## config.mk

```make
export PLATFORM = sky130hd
export DESIGN_NAME = count_seq_monitor_flat
export DESIGN_NICKNAME = d
export VERILOG_FILES = /design/src/rtl/count_seq_if.sv /design/src/rtl/count_seq_monitor.sv /design/src/flat_wrapper.sv
export SDC_FILE = /design/constraint.sdc
export NUM_CORES = 1
export LEC_CHECK = 0
export CAP_MARGIN = 20
export CELL_PAD_IN_SITES_DETAIL_PLACEMENT = 1
export CELL_PAD_IN_SITES_GLOBAL_PLACEMENT = 1
export CORE_ASPECT_RATIO = 0.75
export CORE_UTILIZATION = 44
export CTS_BUF_LIST = sky130_fd_sc_hd__clkbuf_2 sky130_fd_sc_hd__clkbuf_4 sky130_fd_sc_hd__clkbuf_8
export DETAILED_ROUTE_END_ITERATION = 16
export PLACE_DENSITY_LB_ADDON = 0.1
export REMOVE_ABC_BUFFERS = 1
export SLEW_MARGIN = 5
export SYNTH_ARGS = -nofsm -noshare
export SYNTH_HDL_FRONTEND = slang
export SYNTH_SLANG_ARGS = --single-unit
```

## constraint.sdc

```tcl
create_clock -name clk -period 4.3 [get_ports clk]
set_input_delay 0.645 -clock clk [delete_from_list [all_inputs] [get_ports clk]]
set_output_delay 0.645 -clock clk [all_outputs]
set_load 0.01 [all_outputs]
```

## src/rtl/count_seq_if.sv

```systemverilog
// count_seq_if: bundles the sample-side inputs and status outputs of count_seq_monitor.
//
//   master : drives sample_en, count_in and clear_fault; observes the status outputs
//   slave  : the monitor; consumes the sample inputs and drives the status outputs
//
//   sample_en    qualifies count_in for this cycle
//   count_in     3-bit counter q value being watched
//   clear_fault  one-cycle pulse that releases FAULT
//   locked       monitor is in LOCKED
//   fault        monitor is in FAULT
//   phase        index 0..3 of the last legal sample
//   last_bad     most recent offending sample
//   err_count    saturating count of offending samples
interface count_seq_if #(
    parameter int unsigned ERR_W = 8
);
    logic             sample_en;
    logic [2:0]       count_in;
    logic             clear_fault;
    logic             locked;
    logic             fault;
    logic [1:0]       phase;
    logic [2:0]       last_bad;
    logic [ERR_W-1:0] err_count;

    modport master (
        output sample_en,
        output count_in,
        output clear_fault,
        input  locked,
        input  fault,
        input  phase,
        input  last_bad,
        input  err_count
    );

    modport slave (
        input  sample_en,
        input  count_in,
        input  clear_fault,
        output locked,
        output fault,
        output phase,
        output last_bad,
        output err_count
    );
endinterface

```

## src/rtl/count_seq_monitor.sv

```systemverilog
// count_seq_monitor: watches a 3-bit custom-sequence counter and checks that it walks the
// programmed 4-value cycle SEQ0 -> SEQ1 -> SEQ2 -> SEQ3 -> SEQ0.
//
// Ports:
//   clk     rising-edge clock for all state
//   reset   synchronous, active-low reset
//   mon_io  count_seq_if.slave: sample_en/count_in/clear_fault in,
//           locked/fault/phase/last_bad/err_count out
//
// The monitor searches for any legal value, then needs LOCK_N consecutive legal samples
// (each a legal successor of the previous one) to lock. Once locked, any sample that is not
// the legal successor drops it into FAULT, where it stays until clear_fault, counting every
// further offending sample in a saturating error counter.
module count_seq_monitor #(
    parameter logic [2:0]  SEQ0   = 3'b000,
    parameter logic [2:0]  SEQ1   = 3'b101,
    parameter logic [2:0]  SEQ2   = 3'b100,
    parameter logic [2:0]  SEQ3   = 3'b110,
    parameter int unsigned LOCK_N = 4,
    parameter int unsigned ERR_W  = 8
) (
    input logic        clk,
    input logic        reset,
    count_seq_if.slave mon_io
);

    // Elaboration-time sanity checks on the parameter set.
    if (LOCK_N < 1 || LOCK_N > 15) begin : g_bad_lock_n
        $error("count_seq_monitor: LOCK_N must be in 1..15");
    end
    if (SEQ0 == SEQ1 || SEQ0 == SEQ2 || SEQ0 == SEQ3 ||
        SEQ1 == SEQ2 || SEQ1 == SEQ3 || SEQ2 == SEQ3) begin : g_bad_seq
        $error("count_seq_monitor: SEQ0..SEQ3 must be distinct");
    end

    localparam logic [3:0] LockN = 4'(LOCK_N);

    typedef enum logic [1:0] {
        StSearch,
        StAcquire,
        StLocked,
        StFault
    } state_e;

    state_e           state_q, state_d;
    logic [3:0]       match_cnt_q, match_cnt_d;
    logic [2:0]       prev_q, prev_d;
    logic             prev_valid_q, prev_valid_d;
    logic [1:0]       phase_q, phase_d;
    logic [2:0]       last_bad_q, last_bad_d;
    logic [ERR_W-1:0] err_count_q, err_count_d;

    logic             cur_legal;
    logic [1:0]       cur_idx;
    logic             prev_legal;
    logic [1:0]       prev_idx;
    logic             legal_trans;
    logic [ERR_W-1:0] err_count_inc;

    function automatic logic [2:0] seq_val(input logic [1:0] idx);
        logic [2:0] v;
        unique case (idx)
            2'd0:    v = SEQ0;
            2'd1:    v = SEQ1;
            2'd2:    v = SEQ2;
            default: v = SEQ3;
        endcase
        return v;
    endfunction

    // Map the current and previous samples onto their sequence indices.
    always_comb begin
        cur_legal  = 1'b0;
        cur_idx    = 2'd0;
        prev_legal = 1'b0;
        prev_idx   = 2'd0;
        for (int i = 0; i < 4; i++) begin
            if (mon_io.count_in == seq_val(2'(i))) begin
                cur_legal = 1'b1;
                cur_idx   = 2'(i);
            end
            if (prev_q == seq_val(2'(i))) begin
                prev_legal = 1'b1;
                prev_idx   = 2'(i);
            end
        end
    end

    // Index arithmetic wraps naturally, so SEQ3's successor is SEQ0. A repeated value can
    // never be a successor because the four values are distinct.
    assign legal_trans = prev_valid_q && prev_legal &&
                         (mon_io.count_in == seq_val(prev_idx + 2'd1));

    assign err_count_inc = (err_count_q == {ERR_W{1'b1}}) ? err_count_q
                                                           : err_count_q + ERR_W'(1);

    always_comb begin
        state_d      = state_q;
        match_cnt_d  = match_cnt_q;
        prev_d       = prev_q;
        prev_valid_d = prev_valid_q;
        phase_d      = phase_q;
        last_bad_d   = last_bad_q;
        err_count_d  = err_count_q;

        if (state_q == StFault && mon_io.clear_fault) begin
            // Release wins over any sample on the same edge; that sample is dropped entirely.
            state_d      = StSearch;
            match_cnt_d  = 4'd0;
            prev_valid_d = 1'b0;
        end else if (mon_io.sample_en) begin
            prev_d       = mon_io.count_in;
            prev_valid_d = 1'b1;
            if (cur_legal) begin
                phase_d = cur_idx;
            end

            unique case (state_q)
                StSearch: begin
                    if (cur_legal) begin
                        match_cnt_d = 4'd1;
                        state_d     = (LockN == 4'd1) ? StLocked : StAcquire;
                    end
                end
                StAcquire: begin
                    if (legal_trans) begin
                        match_cnt_d = match_cnt_q + 4'd1;
                        if (match_cnt_d >= LockN) begin
                            state_d = StLocked;
                        end
                    end else if (cur_legal) begin
                        // Legal value out of order: this sample starts a fresh run.
                        match_cnt_d = 4'd1;
                    end else begin
                        state_d     = StSearch;
                        match_cnt_d = 4'd0;
                    end
                end
                StLocked: begin
                    if (!legal_trans) begin
                        state_d     = StFault;
                        last_bad_d  = mon_io.count_in;
                        err_count_d = err_count_inc;
                    end
                end
                StFault: begin
                    if (!legal_trans) begin
                        last_bad_d  = mon_io.count_in;
                        err_count_d = err_count_inc;
                    end
                end
                default: begin
                    state_d = StSearch;
                end
            endcase
        end
    end

    always_ff @(posedge clk) begin
        if (!reset) begin
            state_q      <= StSearch;
            match_cnt_q  <= 4'd0;
            prev_q       <= 3'd0;
            prev_valid_q <= 1'b0;
            phase_q      <= 2'd0;
            last_bad_q   <= 3'd0;
            err_count_q  <= '0;
        end else begin
            state_q      <= state_d;
            match_cnt_q  <= match_cnt_d;
            prev_q       <= prev_d;
            prev_valid_q <= prev_valid_d;
            phase_q      <= phase_d;
            last_bad_q   <= last_bad_d;
            err_count_q  <= err_count_d;
        end
    end

    // Outputs decode straight from registers, so they move on the evaluating edge.
    assign mon_io.locked    = (state_q == StLocked);
    assign mon_io.fault     = (state_q == StFault);
    assign mon_io.phase     = phase_q;
    assign mon_io.last_bad  = last_bad_q;
    assign mon_io.err_count = err_count_q;

    // Once saturated the error count stays saturated until reset.
    a_err_sat_holds: assert property (@(posedge clk) disable iff (!reset)
        (err_count_q == {ERR_W{1'b1}}) |=> (err_count_q == {ERR_W{1'b1}}));

    // The acquisition counter never exceeds the lock threshold.
    a_match_bounded: assert property (@(posedge clk) disable iff (!reset)
        match_cnt_q <= LockN);

endmodule
```

## src/flat_wrapper.sv

```systemverilog
// flat-port wrapper written by rule: the top's interface ports become plain ports
module count_seq_monitor_flat 
#(
    parameter logic [2:0]  SEQ0   = 3'b000,
    parameter logic [2:0]  SEQ1   = 3'b101,
    parameter logic [2:0]  SEQ2   = 3'b100,
    parameter logic [2:0]  SEQ3   = 3'b110,
    parameter int unsigned LOCK_N = 4,
    parameter int unsigned ERR_W  = 8
)
  (clk, reset, mon_io_sample_en, mon_io_count_in, mon_io_clear_fault, mon_io_locked, mon_io_fault, mon_io_phase, mon_io_last_bad, mon_io_err_count);
  count_seq_if #(.ERR_W(ERR_W)) mon_io_i ();
  input logic clk;
  input logic reset;
  input wire logic [$bits(mon_io_i.sample_en)-1:0] mon_io_sample_en;
  input wire logic [$bits(mon_io_i.count_in)-1:0] mon_io_count_in;
  input wire logic [$bits(mon_io_i.clear_fault)-1:0] mon_io_clear_fault;
  output wire logic [$bits(mon_io_i.locked)-1:0] mon_io_locked;
  output wire logic [$bits(mon_io_i.fault)-1:0] mon_io_fault;
  output wire logic [$bits(mon_io_i.phase)-1:0] mon_io_phase;
  output wire logic [$bits(mon_io_i.last_bad)-1:0] mon_io_last_bad;
  output wire logic [$bits(mon_io_i.err_count)-1:0] mon_io_err_count;
  assign mon_io_i.sample_en = mon_io_sample_en;
  assign mon_io_i.count_in = mon_io_count_in;
  assign mon_io_i.clear_fault = mon_io_clear_fault;
  assign mon_io_locked = mon_io_i.locked;
  assign mon_io_fault = mon_io_i.fault;
  assign mon_io_phase = mon_io_i.phase;
  assign mon_io_last_bad = mon_io_i.last_bad;
  assign mon_io_err_count = mon_io_i.err_count;
  count_seq_monitor #(.SEQ0(SEQ0), .SEQ1(SEQ1), .SEQ2(SEQ2), .SEQ3(SEQ3), .LOCK_N(LOCK_N), .ERR_W(ERR_W)) u_core (.clk(clk), .reset(reset), .mon_io(mon_io_i));
endmodule
```

==> results of run 1 <==
worst register-to-register path, cell delays in order (launching register included):
cell and delay, ns:
dfxtp_1 0.36, ha_1 0.27, nand2_2 0.09, nand2_1 0.13, nor2_1 0.35, nand3_2 0.31
or4_1 0.47, a21oi_1 0.15
worst max-delay path by stage:
stage	from	endpoint	cells after the start
after floorplan	mon_io_count_in[1]	u_core.state_q[0]	6
after global placement	mon_io_count_in[1]	u_core.state_q[0]	7
after detailed placement	mon_io_count_in[1]	u_core.state_q[0]	7
after CTS	mon_io_count_in[1]	u_core.state_q[0]	7
after global routing	mon_io_count_in[1]	u_core.state_q[0]	7
final	mon_io_count_in[1]	u_core.state_q[0]	7
power by group:
group / leakage [nW] / switching [mW] / internal (mW)
registers: 0.187 / 0.00579 / 0.218
logic: 0.323 / 0.0309 / 0.0221
clock network: 0.0262 / 0.0720 / 0.0726
layout by cell type, fill, tap and decap left out, types with 2 or more instances in the layout:
| master | Yosys | layout |
|---|---|---|
| nor2b_1 | 3 | 3 |
| nand3_1 | 9 | 9 |
| xor2_1 | 2 | 2 |
| o31ai_1 | 2 | 2 |
| or4_1 | 2 | 2 |
| clkbuf_8 | 0 | 3 |
| nor2_1 | 8 | 8 |
| nand2_1 | 21 | 21 |
| ha_1 | 7 | 7 |
| o21ai_0 | 2 | 2 |
| clkdlybuf4s50_1 | 0 | 21 |
| inv_2 | 2 | 2 |
| a21oi_1 | 15 | 15 |
| o41ai_1 | 2 | 2 |
| dfxtp_1 | 23 | 23 |
| nand2_2 | 2 | 2 |
| o21ai_1 | 6 | 6 |
| inv_1 | 4 | 4 |
| or3_1 | 4 | 4 |
cell type report:
class                      count  area share
tap                           36      0.0289
sequential                    23       0.296
timing repair buffer          21       0.135
multi-input combinational    116       0.494
inverter                       6      0.0145
clock buffer                   4      0.0314
sequential cells by signal, summed over array words and instances (netlist names):
name,cells
u_core.state_q,2
u_core.prev_q,3
u_core.mon_io.err_count,8
u_core.match_cnt_q,4
u_core.mon_io.last_bad,3
u_core.mon_io.phase,2
u_core.prev_valid_q,1
cells by family after synthesis:
family	synth area share
compound gates	0.234
mux	0.0185
xor+xnor	0.0205
buf+inv	0.0410
simple gates	0.251
fa+ha+maj	0.0761
flops	0.359
metal layers:
| layer | wire, um | vias up |
|---|---|---|
| met2 | 1710 | 31 |
| met5 | 0 | - |
| met4 | 87 | 0 |
| met1 | 1540 | 604 |
| li1 | - | 578 |
| met3 | 135 | 13 |
==> summary.md, run 1 <==
| Metric | Value |
|---|---|
| # rows | 16 |
| Fmax achieved | 370 MHz |
| Setup slack, reg-to-reg | 2.10 ns |
| Min-Delay Startpoint | u_core.mon_io.last_bad[1] |
| Fillers | 323 |
| Global-route wire length before repair | 5800 um |
| Syn Inst Count | 149 |
| Starting density of the core | 0.478 |
| Count of input and output buffers | 21 |
| Final-report hold violation count | 0 |
| Die Height | 48.8 um |
| Dpl cells | 202 |
| Die area | 0.00314 mm2 |
| Worst Reg-to-Reg Cells | 7 |
| Top cell family by delay on the critical path | simple AND/OR/NAND/NOR gates |
| Post-synth EDFFs | 0 |
| Setup TNS Final | 0 ns |
| DRC Markers | 0 |
| H-tree depth | 1 |
| Hold path endpoint | u_core.mon_io.last_bad[1] |
| RSZ-0062 raised after global routing | false |
| Grt peak-use layer | met2 |
| Place WS | 1.31 ns |
| Share of cells above drive strength 1 | 0.100 |
| Min-delay worst type | reg2reg |
| Ys flop type | dfxtp_1 |
| Total of max-cap violations | 0 |
| I/O pin total | 22 |
| Initial antenna violation count | 0 |
| ANT nets after route | 0 |
| Mapped cell area | 0.00128 mm2 |
| Total power | 421 uW |
| Startpoint Class | input port |
| Slew HR | 0.659 |
| CP max stage delay | 0.59 ns |
| Clock Sinks | 23 |
| Nets@finish | 185 |
| Vias in the first global route | 1226 |
| R2R Path Start | u_core.state_q[0] |
| Drt wl/cell | 16.9 um |
| Register area | 460 um2 |
| Worst-path clk slew | 0.08 ns |
| Synth top cells by count | dfxtp_1, nand2_1, a21oi_1 |
| Clock Skews | 0.00656 ns |
| Cts bufs inserted | 3 |
| WP buf/inv | 1 |
| Slew Limit Fails | 0 |
| R2r endpoint | u_core.mon_io.err_count[5] |
| Initial DRT Pass Iterations | 4 |
| Design area | 0.00156 mm2 |
| Avg Inst Size Synth | 8.61 um2 |
| Largest net degree at the start of global routing | 15 |
| Critical path endpoint category | register |
| First DRT Iteration DRCs | 60 |
| Hold WS | 0.474 ns |
| Status | complete, no violations |
| GRT Overall Usage | 0.241 |
| Post-Route WL | 3480 um |
| Flops & latches, synth | 23 |
| Hold path cells | 2 |
| Most frequent cell after synthesis | dfxtp_1 |
| Met1 GRT Util | 0.288 |
| Multi-input logic area | 769 um2 |
| Lkg Pwr | 0.535 nW |
| Met3 GRT Util | 0.0566 |
| Required @ worst endpoint | 4.50 ns |
| Crit share post-route | 0.629 |
| WP data arrival | 2.91 ns |
| CP Max Fanout | 9 |
| Sequential fraction of the synthesis area | 0.359 |
| Crit Path Class | in2reg |
| Synth area leader | dfxtp_1 |
| Post-DP HPWL | 2560 um |
| Synth async-reset ratio | 0 |
| Worst-path cell chain | clkdlybuf4s50_1 > or4b_1 > o22ai_2 > o221ai_4 > mux2i_2 > or3_1 > a21oi_1 |
| Largest vdd supply drop | 207 uV |
| Final worst slack | 1.59 ns |
| Distinct cells, synth | 51 |
| Clk buf depth | 2 |
| Setup bufs post-CTS | 0 |
| M2 GR Usage | 0.418 |
| # resized after CTS | 0 |
| CTS tree | yes |
| Final setup fails | 0 |
| Root Buffer | clkbuf_8 |
| Slew @ Worst Pin | 0.506 ns |
| Post-Layout Cell Count | 206 |
| Via Count | 1226 |
| Top-area cell type share of the netlist area | 0.359 |
| Synthesis Warnings | 0 |
| Vias per cell | 5.95 |
| Area post-placement | 0.00151 mm2 |
| GR Overflow Total | 0 |
| Die Wd | 64.3 um |
| Core area | 0.00268 mm2 |
| Antenna diodes | 0 |
| Synth-to-layout area growth | 21.4% |
| # hold bufs at CTS | 0 |
| Core Util, Final | 0.580 |
| Clk Latency, worst-skew pair | 0.27 ns |
| Gpl congestion | 0.784 |
| Pwr/cell area | 271 mW/mm2 |
| Area contributors post-synth | dfxtp_1, ha_1, nand2_1 |
| Minimum clock period | 2.71 ns |
| Slowest cell on crit path | or4b_1 |
Power figures use the tool's default switching activity.
==> inputs of run 2 (changes only) <==
--- a/config.mk
+++ b/config.mk
@@ -9,7 +9,7 @@
 export CELL_PAD_IN_SITES_DETAIL_PLACEMENT = 1
 export CELL_PAD_IN_SITES_GLOBAL_PLACEMENT = 1
 export CORE_ASPECT_RATIO = 0.75
-export CORE_UTILIZATION = 44
+export CORE_UTILIZATION = 40
 export CTS_BUF_LIST = sky130_fd_sc_hd__clkbuf_2 sky130_fd_sc_hd__clkbuf_4 sky130_fd_sc_hd__clkbuf_8
 export DETAILED_ROUTE_END_ITERATION = 16
 export PLACE_DENSITY_LB_ADDON = 0.1
==> constraint.sdc (replaced) <==
create_clock -name clk -period 2.8 [get_ports clk]
set_input_delay 0.42 -clock clk [delete_from_list [all_inputs] [get_ports clk]]
set_output_delay 0.42 -clock clk [all_outputs]
set_load 0.01 [all_outputs]
==> summary.md, run 2 (synthesized netlist as in run 1, its figures left out) <==
| Metric | Value |
|---|---|
| Total power | 640 uW (+52%) |
| Share of cells above drive strength 1 | 0.116 (+0.0156) |
| Post-Route WL | 3260 um (-6.4%) |
| Largest vdd supply drop | 248 uV (+19%) |
| Slew Limit Fails | 0 (unchanged) |
| # resized after CTS | 0 (unchanged) |
| Nets@finish | 188 (+1.6%) |
| Pwr/cell area | 406 mW/mm2 (+50%) |
| GR Overflow Total | 0 (unchanged) |
| Setup TNS Final | 0 ns (unchanged) |
| Vias in the first global route | 1185 (-3.3%) |
| CP Max Fanout | 11 (+2) |
| # rows | 17 (+1) |
| Max reg flops | 8 (unchanged) |
| Synth-to-layout area growth | 23.1% |
| Clock Skews | 0.00829 ns (+0.00173 ns) |
| Starting density of the core | 0.428 (-0.0505) |
| Sw Share | 0.265 (+0.00683) |
| Clk Latency, worst-skew pair | 0.27 ns (about the same) |
| Cts bufs inserted | 3 (unchanged) |
| Clock Sinks | 23 (unchanged) |
| Int Pwr | 471 uW (+51%) |
| Min-delay worst type | reg2reg |
| Count of input and output buffers | 21 (unchanged) |
| Largest net degree at the start of global routing | 15 (unchanged) |
| Drt wl/cell | 15.4 um (-8.6%) |
| Minimum clock period | 2.37 ns |
| Commonest cells after routing, fill and taps aside | dfxtp_1, nand2_1, clkdlybuf4s50_1 |
| Die Height | 51.0 um (+4.7%) |
| Clk buf depth | 2 (unchanged) |
| Die Wd | 67.4 um (+4.7%) |
| Global-route wire length before repair | 5490 um (-5.3%) |
| Startpoint Class | input port |
| GRT Overall Usage | 0.216 (-0.0259) |
| Initial DRT Pass Iterations | 4 (unchanged) |
| Gate power share | 0.129 (+0.003) |
| Lkg Pwr | 0.549 nW (+2.6%) |
| Crit share post-route | 0.846 |
| Final-report hold violation count | 0 (unchanged) |
| Worst-path clk slew | 0.09 ns (about the same) |
| RSZ-0062 raised after global routing | false |
| Sequential Power Share | 0.537 (+0.006) |
| Area post-placement | 0.00153 mm2 (+1.7%) |
| H-tree depth | 1 (unchanged) |
| Critical path endpoint category | register |
| Slew @ Worst Pin | 0.516 ns (+0.00955 ns) |
| Vias per cell | 5.50 (-7.5%) |
| Required @ worst endpoint | 3.00 ns (-1.50 ns) |
| Antenna diodes | 0 (unchanged) |
| Gpl congestion | 0.776 (-0.92%) |
| Initial antenna violation count | 0 (unchanged) |
| Core area | 0.00300 mm2 (+12%) |
| Via Count | 1161 (-5.3%) |
| WP data arrival | 2.57 ns (-0.34 ns) |
| Most common cell after layout, fill and taps aside | dfxtp_1 |
| Switch Pwr | 169 uW (+56%) |
| CTS tree | yes |
| Crit Path Class | in2reg |
| DRC Markers | 0 (unchanged) |
| ANT nets after route | 0 (unchanged) |
| Setup bufs post-CTS | 0 (unchanged) |
| First DRT Iteration DRCs | 40 (-33%) |
| Slew HR | 0.653 (-0.00643) |
| Clock Power Share | 0.334 (-0.009) |
| # hold bufs at CTS | 0 (unchanged) |
| Final setup fails | 0 (unchanged) |
| Post-DP HPWL | 2520 um (-1.4%) |
| I/O pin total | 22 (unchanged) |
| Status | complete, no violations |
| Die area | 0.00344 mm2 (+9.6%) |
| Design area | 0.00158 mm2 (+1.4%) |
| Fmax achieved | 422 MHz |
| Total of max-cap violations | 0 (unchanged) |
| Root Buffer | clkbuf_8 |
[run 2: cell types whose count changed in the layout (fill, tap and decap cells not counted)]
cell      delta
clkinv_2     +1
buf_4        +3
clkbuf_4     -1
[run 2: area by class of cell]
cell class / instances / area (um2)
well taps: 38 / 47.5
clock inverters: 1 / 5.00
clock buffers: 3 / 41.3
inverters: 6 / 22.5
repair buffers: 24 / 233
flip-flops and latches: 23 / 460
fillers: 377 / 1420
multi-input cells: 116 / 769
[run 2: through the flow]
stage               utilization  hold slack, ns  setup WS [ns]  instances
detailed placement        0.511           0.461          0.143        207
floorplan                     -           0.432          0.807        145
finish                    0.526           0.472          0.432        211
CTS                       0.526           0.474          0.401        211
global route              0.526           0.505          0.330        211
global placement          0.511           0.449          0.274        207
[run 2: routing by layer]
metal  wire length [um]  vias to the layer above  track usage  share of wire
met1               1640                      552        0.281           0.50
met3                116                        6       0.0625          0.036
met4                 29                        0       0.0461         0.0089
met2               1470                       19        0.350           0.45
li1                   -                      584            -              -
met5                  0                        -            0              0
[run 2: power by group through the flow]
stage / logic [mW] / registers (mW) / clock network (mW)
6_report: 0.0827 / 0.344 / 0.214
2_1_floorplan: 0.0482 / 0.350 / 0
3_5_place_dp: 0.0827 / 0.352 / 0
5_1_grt: 0.0902 / 0.346 / 0.237
4_1_cts: 0.0834 / 0.344 / 0.220
3_3_place_gp: 0.0790 / 0.350 / 0
[run 2: worst paths after layout]
path | start | slack, ns | depth (start not counted) | end
setup reg to reg | u_core.state_q[0] | 0.53 | 7 | u_core.mon_io.err_count[5]
hold / removal | u_core.mon_io.last_bad[0] | 0.47 | 2 | u_core.mon_io.last_bad[0]
hold reg to reg | u_core.mon_io.last_bad[0] | 0.47 | 2 | u_core.mon_io.last_bad[0]
setup / recovery | mon_io_count_in[2] | 0.43 | 7 | u_core.mon_io.err_count[5]
[run 2: critical path: stages]
cell             delay, ns
clkdlybuf4s50_1       0.54
xnor2_1               0.15
o22ai_2               0.12
o221ai_4              0.36
nand3_2               0.30
or4_1                 0.49
a21oi_1               0.18
==> inputs of run 3 (changes only) <==
--- a/config.mk
+++ b/config.mk
@@ -9,7 +9,7 @@
 export CELL_PAD_IN_SITES_DETAIL_PLACEMENT = 1
 export CELL_PAD_IN_SITES_GLOBAL_PLACEMENT = 1
 export CORE_ASPECT_RATIO = 0.75
-export CORE_UTILIZATION = 40
+export CORE_UTILIZATION = 36
 export CTS_BUF_LIST = sky130_fd_sc_hd__clkbuf_2 sky130_fd_sc_hd__clkbuf_4 sky130_fd_sc_hd__clkbuf_8
 export DETAILED_ROUTE_END_ITERATION = 16
 export PLACE_DENSITY_LB_ADDON = 0.1
==> constraint.sdc (replaced) <==
create_clock -name clk -period 2 [get_ports clk]
set_input_delay 0.3 -clock clk [delete_from_list [all_inputs] [get_ports clk]]
set_output_delay 0.3 -clock clk [all_outputs]
set_load 0.01 [all_outputs]
==> summary.md, run 3 (synthesized netlist as in run 1, its figures left out) <==
| Metric | Value |
|---|---|
| Status | complete, no violations |
| Largest net degree at the start of global routing | 15 (unchanged) |
| Total power | 940 uW (+47%) |
| Drt wl/cell | 14.8 um (-4.3%) |
| Crit Path Class | reg2reg |
| Root Buffer | clkbuf_8 |
| First DRT Iteration DRCs | 33 (-18%) |
| Clock Skews | 0.00719 ns (-0.00110 ns) |
| Critical path endpoint category | register |
| Min-delay worst type | reg2reg |
| DRC Markers | 0 (unchanged) |
| Total of max-cap violations | 0 (unchanged) |
| Setup bufs post-CTS | 0 (unchanged) |
| Clk Latency, worst-skew pair | 0.27 ns (about the same) |
| Gpl congestion | 0.755 (-2.7%) |
| Largest vdd supply drop | 290 uV (+17%) |
| Count of input and output buffers | 21 (unchanged) |
| Clk buf depth | 2 (unchanged) |
| Post-Layout Cell Count | 227 (+7.6%) |
| Crit share post-route | 0.968 |
| Die Height | 53.7 um (+5.2%) |
| Worst-path clk slew | 0.09 ns (about the same) |
| Lkg Pwr | 0.634 nW (+15%) |
| Antenna diodes | 0 (unchanged) |
| Slew HR | 0.733 (+0.0805) |
| ANT nets after route | 0 (unchanged) |
| Fmax achieved | 517 MHz |
| Nets@finish | 202 (+7.4%) |
| Fillers | 393 (+4.2%) |
| GR Overflow Total | 0 (unchanged) |
| Synth-to-layout area growth | 35.0% |
| Dpl cells | 223 (+7.7%) |
| Via Count | 1206 (+3.9%) |
| Hold WS | 0.466 ns (-0.00585 ns) |
| Vias in the first global route | 1230 (+3.8%) |
| Pwr/cell area | 543 mW/mm2 (+34%) |
| CTS tree | yes |
| Global-route wire length before repair | 5720 um (+4.2%) |
| Starting density of the core | 0.382 (-0.0454) |
| Commonest cells after routing, fill and taps aside | nand2_1, dfxtp_1, clkdlybuf4s50_1 |
| Post-Route WL | 3360 um (+3.0%) |
| Required @ worst endpoint | 2.20 ns (-0.80 ns) |
| CP Max Fanout | 6 (-5) |
| Die Wd | 70.9 um (+5.3%) |
| Startpoint Class | register |
| Post-DP HPWL | 2540 um (+0.61%) |
| GRT Overall Usage | 0.198 (-0.0177) |
| Final setup fails | 0 (unchanged) |
| # rows | 18 (+1) |
| Initial DRT Pass Iterations | 6 (+2) |
| Minimum clock period | 1.94 ns |
| Clock Sinks | 23 (unchanged) |
| Share of cells above drive strength 1 | 0.225 (+0.109) |
| I/O pin total | 22 (unchanged) |
| Cts bufs inserted | 3 (unchanged) |
| Initial antenna violation count | 0 (unchanged) |
| Die area | 0.00381 mm2 (+11%) |
| H-tree depth | 1 (unchanged) |
| Slew Limit Fails | 0 (unchanged) |
| Core area | 0.00336 mm2 (+12%) |
| Most common cell after layout, fill and taps aside | nand2_1 |
| Final-report hold violation count | 0 (unchanged) |
| WP data arrival | 2.14 ns (-0.43 ns) |
| Vias per cell | 5.31 (-3.4%) |
| Slew @ Worst Pin | 0.397 ns (-0.119 ns) |
| Setup TNS Final | 0 ns (unchanged) |
| Max reg flops | 8 (unchanged) |
| RSZ-0062 raised after global routing | true |
==> run 3: timing repair <==
item / in CTS / in global routing
hold buffers: 0 / 0
endpoints found under the setup margin: 11 / 9
resized for setup: 6 / 9
pin swaps: 3 / 1
==> run 3: through the flow <==
stage | utilization | setup slack, ns | instance area (um2)
floorplan | - | 0.122 | 1250
global placement | 0.489 | -0.372 | 1640
detailed placement | 0.489 | -0.436 | 1640
CTS | 0.507 | 0.0105 | 1700
global route | 0.516 | -0.0231 | 1730
finish | 0.516 | 0.0640 | 1730
==> run 3: worst paths after layout <==
kind,from,endpoint,slack (ns),cells past startpoint
worst max register to register,u_core.prev_q[0],u_core.state_q[0],0.06,6
worst min-delay path,u_core.mon_io.last_bad[0],u_core.mon_io.last_bad[0],0.47,2
worst min register to register,u_core.mon_io.last_bad[0],u_core.mon_io.last_bad[0],0.47,2
worst max-delay path,u_core.prev_q[0],u_core.state_q[0],0.06,6
==> run 3: final cells by class <==
type	instances	area, um2	share of cell area
Multi-Input combinational cell	116	808	0.467
Sequential cell	23	467	0.270
Timing Repair Buffer	38	335	0.194
Tap cell	40	50.0	0.0289
Clock buffer	4	48.8	0.0282
Inverter	6	22.5	0.0130
==> run 3: critical path, stage by stage, from the launching register on <==
cell      delay (ns)
dfxtp_2         0.35
or4b_4          0.52
o22ai_4         0.13
o221ai_4        0.20
mux2i_2         0.22
or3_1           0.31
a21oi_1         0.13
==> run 3: power by group <==
part | internal, mW | switching, mW
combinational | 0.0701 | 0.0708
sequential | 0.469 | 0.0125
clock | 0.156 | 0.161
total | 0.695 | 0.244
==> run 3: metal layers <==
metal	track usage	share of wire	vias up	routed length (um)
li1	-	-	618	-
met1	0.263	0.50	569	1680
met2	0.322	0.46	15	1540
met3	0.0449	0.030	4	99
met4	0.0667	0.011	0	38
met5	0	0	-	0
